## src/rtl/mmio_pkg.sv

```systemverilog
// Shared types and helpers for the MMIO bus bridge.
package mmio_pkg;

    typedef enum logic [1:0] {
        IDLE   = 2'd0,
        ACCESS = 2'd1,
        RESP   = 2'd2
    } state_e;

    localparam logic [19:0] IO_PREFIX_DEF = 20'hFFFFF;

    // Index field is one bit wider than a bare slave number so out-of-range
    // indices (e.g. 5 with 4 slaves) are visible to the decoder as misses.
    function automatic int sel_w(input int n);
        return $clog2(n + 1);
    endfunction

endpackage

```

## src/rtl/mmio_bus_if.sv

```systemverilog
// CPU-side request/response channel of the MMIO bus bridge.
interface mmio_bus_if #(
    parameter int ADDR_W = 32,
    parameter int DATA_W = 32
);
    logic                req_valid;
    logic                req_ready;
    logic                req_we;
    logic [ADDR_W-1:0]   req_addr;
    logic [DATA_W-1:0]   req_wdata;
    logic [DATA_W/8-1:0] req_wstrb;
    logic                resp_valid;
    logic [DATA_W-1:0]   resp_rdata;
    logic                resp_err;
    logic                stall;

    modport master (
        output req_valid, req_we, req_addr, req_wdata, req_wstrb,
        input  req_ready, resp_valid, resp_rdata, resp_err, stall
    );

    modport slave (
        input  req_valid, req_we, req_addr, req_wdata, req_wstrb,
        output req_ready, resp_valid, resp_rdata, resp_err, stall
    );
endinterface

```

## src/rtl/mmio_decode.sv

```systemverilog
// Combinational address decode: IO prefix match plus slave index range check.
module mmio_decode
    import mmio_pkg::*;
#(
    parameter int          N_SLV     = 4,
    parameter int          SEL_W     = 3,
    parameter logic [19:0] IO_PREFIX = IO_PREFIX_DEF
) (
    input  logic [19:0]      i_prefix,
    input  logic [SEL_W-1:0] i_idx,
    output logic             o_hit,
    output logic [SEL_W-1:0] o_idx
);
    localparam logic [SEL_W:0] NS = (SEL_W + 1)'(N_SLV);

    assign o_hit = (i_prefix == IO_PREFIX) && ({1'b0, i_idx} < NS);
    assign o_idx = i_idx;
endmodule

```

## src/rtl/mmio_bus.sv

```systemverilog
// Single-outstanding MMIO bridge: decodes a CPU request onto one of N_SLV
// peripheral channels, waits for its ack or a timeout, returns one response.
module mmio_bus
    import mmio_pkg::*;
#(
    parameter int          ADDR_W    = 32,
    parameter int          DATA_W    = 32,
    parameter int          N_SLV     = 4,
    parameter int          SEL_LSB   = 4,
    parameter logic [19:0] IO_PREFIX = IO_PREFIX_DEF,
    parameter int          TIMEOUT   = 16
) (
    input  logic                      clk,
    input  logic                      rst,
    mmio_bus_if.slave                 bus,
    output logic [N_SLV-1:0]          slv_sel,
    output logic                      slv_we,
    output logic [SEL_LSB-1:0]        slv_addr,
    output logic [DATA_W-1:0]         slv_wdata,
    output logic [DATA_W/8-1:0]       slv_wstrb,
    input  logic [N_SLV-1:0]          slv_ack,
    input  logic [N_SLV*DATA_W-1:0]   slv_rdata
);
    localparam int         SEL_W   = sel_w(N_SLV);
    localparam logic [7:0] TO_LAST = 8'(TIMEOUT - 2);

    state_e              r_state;
    logic [7:0]          r_cnt;
    logic                r_ready;
    logic                r_resp_valid;
    logic [DATA_W-1:0]   r_rdata;
    logic                r_err;
    logic [N_SLV-1:0]    r_sel;
    logic                r_we;
    logic [SEL_LSB-1:0]  r_addr;
    logic [DATA_W-1:0]   r_wdata;
    logic [DATA_W/8-1:0] r_wstrb;

    logic                w_hit;
    logic [SEL_W-1:0]    w_idx;
    logic                w_ack;
    logic [DATA_W-1:0]   w_rdata;
    logic                w_unused_addr;

    mmio_decode #(
        .N_SLV    (N_SLV),
        .SEL_W    (SEL_W),
        .IO_PREFIX(IO_PREFIX)
    ) u_decode (
        .i_prefix(bus.req_addr[ADDR_W-1 -: 20]),
        .i_idx   (bus.req_addr[SEL_LSB +: SEL_W]),
        .o_hit   (w_hit),
        .o_idx   (w_idx)
    );

    assign w_unused_addr = ^bus.req_addr;

    // r_sel is one-hot, so masking replaces a variable-index mux and
    // automatically ignores acks from unselected slaves.
    assign w_ack = |(slv_ack & r_sel);

    always_comb begin
        w_rdata = '0;
        for (int i = 0; i < N_SLV; i++)
            if (r_sel[i]) w_rdata = w_rdata | slv_rdata[i*DATA_W +: DATA_W];
    end

    always_ff @(posedge clk) begin
        if (rst) begin
            r_state      <= IDLE;
            r_cnt        <= '0;
            r_ready      <= 1'b1;
            r_resp_valid <= 1'b0;
            r_rdata      <= '0;
            r_err        <= 1'b0;
            r_sel        <= '0;
            r_we         <= 1'b0;
            r_addr       <= '0;
            r_wdata      <= '0;
            r_wstrb      <= '0;
        end else begin
            case (r_state)
                IDLE: begin
                    if (bus.req_valid) begin
                        r_we    <= bus.req_we;
                        r_addr  <= bus.req_addr[SEL_LSB-1:0];
                        r_wdata <= bus.req_wdata;
                        r_wstrb <= bus.req_wstrb;
                        r_cnt   <= '0;
                        r_ready <= 1'b0;
                        if (w_hit) begin
                            r_sel   <= N_SLV'(1) << w_idx;
                            r_state <= ACCESS;
                        end else begin
                            r_rdata      <= '0;
                            r_err        <= 1'b1;
                            r_resp_valid <= 1'b1;
                            r_state      <= RESP;
                        end
                    end
                end
                ACCESS: begin
                    // Ack is tested first so it wins over a same-cycle timeout.
                    if (w_ack) begin
                        r_rdata      <= r_we ? '0 : w_rdata;
                        r_err        <= 1'b0;
                        r_sel        <= '0;
                        r_resp_valid <= 1'b1;
                        r_state      <= RESP;
                    end else if (r_cnt == TO_LAST) begin
                        r_cnt        <= r_cnt + 8'd1;
                        r_rdata      <= '0;
                        r_err        <= 1'b1;
                        r_sel        <= '0;
                        r_resp_valid <= 1'b1;
                        r_state      <= RESP;
                    end else begin
                        r_cnt <= r_cnt + 8'd1;
                    end
                end
                RESP: begin
                    r_resp_valid <= 1'b0;
                    r_ready      <= 1'b1;
                    r_cnt        <= '0;
                    r_state      <= IDLE;
                end
                default: r_state <= IDLE;
            endcase
        end
    end

    assign bus.req_ready  = r_ready;
    assign bus.resp_valid = r_resp_valid;
    assign bus.resp_rdata = r_rdata;
    assign bus.resp_err   = r_err;
    assign bus.stall      = (r_state != IDLE) || bus.req_valid;

    assign slv_sel   = r_sel;
    assign slv_we    = r_we;
    assign slv_addr  = r_addr;
    assign slv_wdata = r_wdata;
    assign slv_wstrb = r_wstrb;
endmodule
```

## src/flat_wrapper.sv

```systemverilog
// flat-port wrapper written by rule: the top's interface ports become plain ports
module mmio_bus_flat import mmio_pkg::*;
#(
    parameter int          ADDR_W    = 32,
    parameter int          DATA_W    = 32,
    parameter int          N_SLV     = 4,
    parameter int          SEL_LSB   = 4,
    parameter logic [19:0] IO_PREFIX = IO_PREFIX_DEF,
    parameter int          TIMEOUT   = 16
)
  (clk, rst, slv_sel, slv_we, slv_addr, slv_wdata, slv_wstrb, slv_ack, slv_rdata, bus_req_valid, bus_req_we, bus_req_addr, bus_req_wdata, bus_req_wstrb, bus_req_ready, bus_resp_valid, bus_resp_rdata, bus_resp_err, bus_stall);
  mmio_bus_if #(.ADDR_W(ADDR_W), .DATA_W(DATA_W)) bus_i ();
  input  logic clk;
  input  logic rst;
  output logic [N_SLV-1:0] slv_sel;
  output logic slv_we;
  output logic [SEL_LSB-1:0] slv_addr;
  output logic [DATA_W-1:0] slv_wdata;
  output logic [DATA_W/8-1:0] slv_wstrb;
  input  logic [N_SLV-1:0] slv_ack;
  input  logic [N_SLV*DATA_W-1:0] slv_rdata;
  input wire logic [$bits(bus_i.req_valid)-1:0] bus_req_valid;
  input wire logic [$bits(bus_i.req_we)-1:0] bus_req_we;
  input wire logic [$bits(bus_i.req_addr)-1:0] bus_req_addr;
  input wire logic [$bits(bus_i.req_wdata)-1:0] bus_req_wdata;
  input wire logic [$bits(bus_i.req_wstrb)-1:0] bus_req_wstrb;
  output wire logic [$bits(bus_i.req_ready)-1:0] bus_req_ready;
  output wire logic [$bits(bus_i.resp_valid)-1:0] bus_resp_valid;
  output wire logic [$bits(bus_i.resp_rdata)-1:0] bus_resp_rdata;
  output wire logic [$bits(bus_i.resp_err)-1:0] bus_resp_err;
  output wire logic [$bits(bus_i.stall)-1:0] bus_stall;
  assign bus_i.req_valid = bus_req_valid;
  assign bus_i.req_we = bus_req_we;
  assign bus_i.req_addr = bus_req_addr;
  assign bus_i.req_wdata = bus_req_wdata;
  assign bus_i.req_wstrb = bus_req_wstrb;
  assign bus_req_ready = bus_i.req_ready;
  assign bus_resp_valid = bus_i.resp_valid;
  assign bus_resp_rdata = bus_i.resp_rdata;
  assign bus_resp_err = bus_i.resp_err;
  assign bus_stall = bus_i.stall;
  mmio_bus #(.ADDR_W(ADDR_W), .DATA_W(DATA_W), .N_SLV(N_SLV), .SEL_LSB(SEL_LSB), .IO_PREFIX(IO_PREFIX), .TIMEOUT(TIMEOUT)) u_core (.clk(clk), .rst(rst), .bus(bus_i), .slv_sel(slv_sel), .slv_we(slv_we), .slv_addr(slv_addr), .slv_wdata(slv_wdata), .slv_wstrb(slv_wstrb), .slv_ack(slv_ack), .slv_rdata(slv_rdata));
endmodule
```

## config.mk

```make
export PLATFORM = sky130hd
export DESIGN_NAME = mmio_bus_flat
export DESIGN_NICKNAME = d
export VERILOG_FILES = /design/src/rtl/mmio_pkg.sv /design/src/rtl/mmio_bus_if.sv /design/src/rtl/mmio_decode.sv /design/src/rtl/mmio_bus.sv /design/src/flat_wrapper.sv
export SDC_FILE = /design/constraint.sdc
export NUM_CORES = 1
export LEC_CHECK = 0
export CAP_MARGIN = 25
export CORE_MARGIN = 4
export CORE_UTILIZATION = 38
export DETAILED_ROUTE_END_ITERATION = 10
export HOLD_SLACK_MARGIN = 0.1
export PLACE_DENSITY = 0.87
export SLEW_MARGIN = 40
export SYNTH_ARGS = -nofsm -noshare
export SYNTH_HDL_FRONTEND = slang
export SYNTH_SLANG_ARGS = --single-unit
```

## constraint.sdc

```tcl
create_clock -name clk -period 3.97 [get_ports clk]
set_input_delay 0.794 -clock clk [delete_from_list [all_inputs] [get_ports clk]]
set_output_delay 0.794 -clock clk [all_outputs]
set_load 0.01 [all_outputs]
```

==> metrics.txt <==
# TYPE chip_impl_metric gauge
chip_impl_info{name="outcome",value="finished, final reports clean"} 1
chip_impl_metric{name="syn2layout_area_growth",unit="%"} 76.2
chip_impl_metric{name="design.final.nets",unit=""} 904
chip_impl_metric{name="timing.reg2reg.setup_slack",unit="ns"} 1.93
chip_impl_info{name="worst_setup_path_start_kind",value="input port"} 1
chip_impl_metric{name="ff2ff_path_depth",unit=""} 7
chip_impl_metric{name="avgRoutedWirePerCell",unit="µm"} 18.5
chip_impl_metric{name="sequential_to_total_area_share_from_yosys_stat",unit="%"} 44.8
chip_impl_info{name="setup.worst_path.start",value="bus_req_valid"} 1
chip_impl_metric{name="syn-mean-instance-area",unit="µm²"} 9.21
chip_impl_info{name="critical_path.endpoint_type",value="primary output"} 1
chip_impl_metric{name="tns",unit="ns"} 0
chip_impl_metric{name="asyncSetResetFlopFracSynth",unit="%"} 0
chip_impl_metric{name="layout.cell_area.non_filler",unit="mm²"} 0.00709
chip_impl_metric{name="static_power_due_to_leakage",unit="µW"} 0.00249
chip_impl_metric{name="synthesis.area",unit="mm²"} 0.00403
chip_impl_metric{name="worst_ir_drop_vdd",unit="mV"} 0.200
chip_impl_metric{name="final_standard_cell_utilization_of_the_core",unit="%"} 68.7
chip_impl_metric{name="fmax",unit="GHz"} 0.344
chip_impl_info{name="tritoncts_clock_tree",value="built"} 1
chip_impl_metric{name="worst-endpoint-arrival",unit="ns"} 2.11
chip_impl_metric{name="groute.usage.overall",unit="%"} 24.4
chip_impl_metric{name="syn-instance-count",unit=""} 437
chip_impl_metric{name="clk-insertion-delay-late",unit="ns"} 0.35
chip_impl_info{name="holdCritPathClass",value="reg2reg"} 1
chip_impl_metric{name="drive_above_1_share",unit="%"} 6.84
chip_impl_metric{name="number_of_synthesized_flops_with_an_enable_pin",unit=""} 0
chip_impl_metric{name="htree_num_levels",unit=""} 3
chip_impl_metric{name="post_cts_setup_buffers",unit=""} 0
chip_impl_metric{name="clk_path_buf_depth",unit=""} 2
chip_impl_metric{name="die_boundary_width",unit="µm"} 111
chip_impl_metric{name="grt_max_degree",unit=""} 43
chip_impl_metric{name="period_needed",unit="ns"} 2.91
chip_impl_metric{name="routed-via-count",unit=""} 4456
chip_impl_info{name="synth-main-ff-cell",value="dfxtp_1"} 1
chip_impl_metric{name="die-height",unit="µm"} 111
chip_impl_info{name="r2r_start",value="u_core.slv_sel[2]$_SDFFE_PP0P_"} 1
chip_impl_metric{name="synth-warning-count",unit=""} 0
chip_impl_info{name="grt_setup_unrepaired",value="false"} 1
chip_impl_metric{name="cts_clk_pin_slew_worst_paths",unit="ns"} 0.09
chip_impl_metric{name="wirelength",unit="µm"} 15500
chip_impl_info{name="timing.setup.critical_path_class",value="in2out"} 1
chip_impl_metric{name="synthesis.nets",unit=""} 643
chip_impl_metric{name="cts_hold_repair.buffers",unit=""} 0
chip_impl_metric{name="max_slew.worst_pin.slew",unit="ns"} 0.674
chip_impl_metric{name="gr-total-overflow",unit=""} 0
chip_impl_metric{name="slew_viol_final",unit=""} 0
chip_impl_info{name="clock_tree.root_cell",value="clkbuf_8"} 1
chip_impl_metric{name="fp-row-count",unit=""} 37
chip_impl_metric{name="core_region_area",unit="mm²"} 0.0103
chip_impl_metric{name="pwr_density_cell",unit="mW/mm²"} 278
chip_impl_metric{name="grt_first_pass_wirelength",unit="µm"} 24400
chip_impl_metric{name="drtIter0Drc",unit=""} 306
chip_impl_metric{name="numCtsBuffers",unit=""} 9
chip_impl_metric{name="drc",unit=""} 0
chip_impl_metric{name="dpl.hpwl",unit="µm"} 11900
chip_impl_metric{name="final_cycle_utilization_of_the_critical_path",unit="%"} 73.2
chip_impl_metric{name="relative_slew_margins",unit="%"} 55.0
chip_impl_metric{name="cts_resized",unit=""} 0
chip_impl_metric{name="routed_via_density",unit=""} 5.32
chip_impl_metric{name="timing.critical_path.required",unit="ns"} 3.18
chip_impl_metric{name="clock_sink_count",unit=""} 90
chip_impl_metric{name="place.gp.congestion",unit=""} 0.948
chip_impl_metric{name="critical_path.max_fanout",unit=""} 5
chip_impl_metric{name="io_pins",unit=""} 285
chip_impl_metric{name="instances_no_fill",unit=""} 838
chip_impl_metric{name="insertedDiodeCount",unit=""} 0
chip_impl_metric{name="die_area",unit="mm²"} 0.0123
chip_impl_metric{name="cap_viol_max_count",unit=""} 0
chip_impl_info{name="worstSetupEndpoint",value="bus_stall"} 1
chip_impl_info{name="regToRegEndpoint",value="u_core.bus.resp_rdata[23]$_SDFFE_PP0P_"} 1
chip_impl_metric{name="yosysUniqueCellTypes",unit=""} 47
chip_impl_metric{name="antenna_found_initial",unit=""} 0
chip_impl_metric{name="dpl-instance-area",unit="mm²"} 0.00688
chip_impl_metric{name="synth_seq_cells",unit=""} 90
chip_impl_metric{name="first_global_vias",unit=""} 4561
chip_impl_metric{name="report.final.setup_viol",unit=""} 0
chip_impl_metric{name="drtPass1Iterations",unit=""} 4
chip_impl_metric{name="placed_cells",unit=""} 823
chip_impl_metric{name="timing_hold_violations_final",unit=""} 0
chip_impl_metric{name="final.setup_skew",unit="ns"} 0.00811
chip_impl_metric{name="antenna_violating_nets_post_route",unit=""} 0
chip_impl_metric{name="initial_utilization",unit="%"} 39.0
chip_impl_metric{name="port-buffer-count",unit=""} 279
cells in the final DEF (no fill, tap or decap), drive strengths merged, types with 6 or more instances in the layout:
master,synthesis,final
nor2,14,14
clkbuf,28,12
buf,10,10
xnor2,6,6
dfxtp,90,90
nor3,6,6
a21oi,42,42
a22o,32,32
o2bb2ai,32,32
a221oi,32,32
clkdlybuf4s50,0,278
nand2,93,93
worst min-delay path by stage:
stage	to	from	cells after the start
floorplan	u_core.r_cnt[3]$_SDFFE_PP0P_	u_core.r_cnt[3]$_SDFFE_PP0P_	2
global placement	u_core.slv_wdata[23]$_SDFFE_PP0P_	u_core.slv_wdata[23]$_SDFFE_PP0P_	2
detailed placement	u_core.slv_wdata[11]$_SDFFE_PP0P_	u_core.slv_wdata[11]$_SDFFE_PP0P_	2
CTS	u_core.slv_wdata[20]$_SDFFE_PP0P_	u_core.slv_wdata[20]$_SDFFE_PP0P_	2
global route	u_core.slv_wdata[20]$_SDFFE_PP0P_	u_core.slv_wdata[20]$_SDFFE_PP0P_	2
finish	u_core.slv_wdata[20]$_SDFFE_PP0P_	u_core.slv_wdata[20]$_SDFFE_PP0P_	2
Yosys cell counts (all sizes together), types with 3 or more instances:
cell type / number / share of area, %
nand2: 93 / 8.7
dfxtp: 90 / 45
a21oi: 42 / 5.2
a221oi: 32 / 7.0
a22o: 32 / 7.0
o2bb2ai: 32 / 8.5
clkbuf: 28 / 2.6
nor2: 14 / 1.3
buf: 10 / 1.6
nor3: 6 / 1.0
xnor2: 6 / 1.3
nand2b: 5 / 0.78
inv: 4 / 0.37
nor4: 4 / 0.99
mux2i: 3 / 0.75
nand3: 3 / 0.37
nand4: 3 / 0.62
or3: 3 / 0.47
stage by stage:
stage	worst slack (ns)	power, µW	hold slack [ns]
floorplan	1.92	1050	0.477
global placement	1.07	1320	0.441
detailed placement	1.06	1330	0.446
CTS	1.05	1990	0.458
global route	1.02	2050	0.476
finish	1.06	1970	0.457
cell families (layout without fill, tap and decap cells):
logic type / Yosys count / after routing / share of synthesized area [%]
adders and majority gates: 2 / 2 / 0.622
buffers and inverters: 42 / 307 / 4.63
muxes: 4 / 4 / 1.12
xor gates and xnor gates: 6 / 6 / 1.31
and+or+nand+nor: 143 / 143 / 16.8
AOI/OAI and AO/OA: 150 / 150 / 30.7
DFF: 90 / 90 / 44.8
layout make-up:
| class | instances | area (µm²) |
|---|---|---|
| sequential | 90 | 1800 |
| timing repair buffer | 288 | 2860 |
| clock buffer | 12 | 165 |
| inverter | 4 | 15.0 |
| clock inverter | 3 | 47.5 |
| multi-input combinational | 305 | 2040 |
| fill | 795 | 3230 |
| tap | 136 | 170 |
per-layer routing:
metal / global-route usage (%) / up-vias / routed length [µm]
met3: 7.86 / 17 / 1320
met2: 42.6 / 201 / 7610
li1: - / 2132 / -
met5: 0 / - / 0
met1: 28.9 / 2106 / 6330
met4: 6.40 / 0 / 254
sequential cells by signal (all words and copies together), names as in the netlist:
signal and count:
u_core.bus.req_ready 1, u_core.slv_we 1, u_core.r_state 2, u_core.bus.resp_valid 1
u_core.r_cnt 8, u_core.slv_wstrb 4, u_core.slv_sel 4, u_core.bus.resp_rdata 32
u_core.slv_wdata 32, u_core.slv_addr 4, u_core.bus.resp_err 1
report_power, final:
part / leakage (µW) / internal (µW) / total [µW] / switching (µW)
Clock: 0.000109 / 342 / 664 / 321
Sequential: 0.000733 / 930 / 944 / 14.5
Combinational: 0.00165 / 241 / 361 / 121
critical path, stage by stage:
cell             delay [ns]
clkdlybuf4s50_1        0.47
or3_1                  0.35
clkdlybuf4s50_1        0.49
Power figures use the tool's default switching activity.
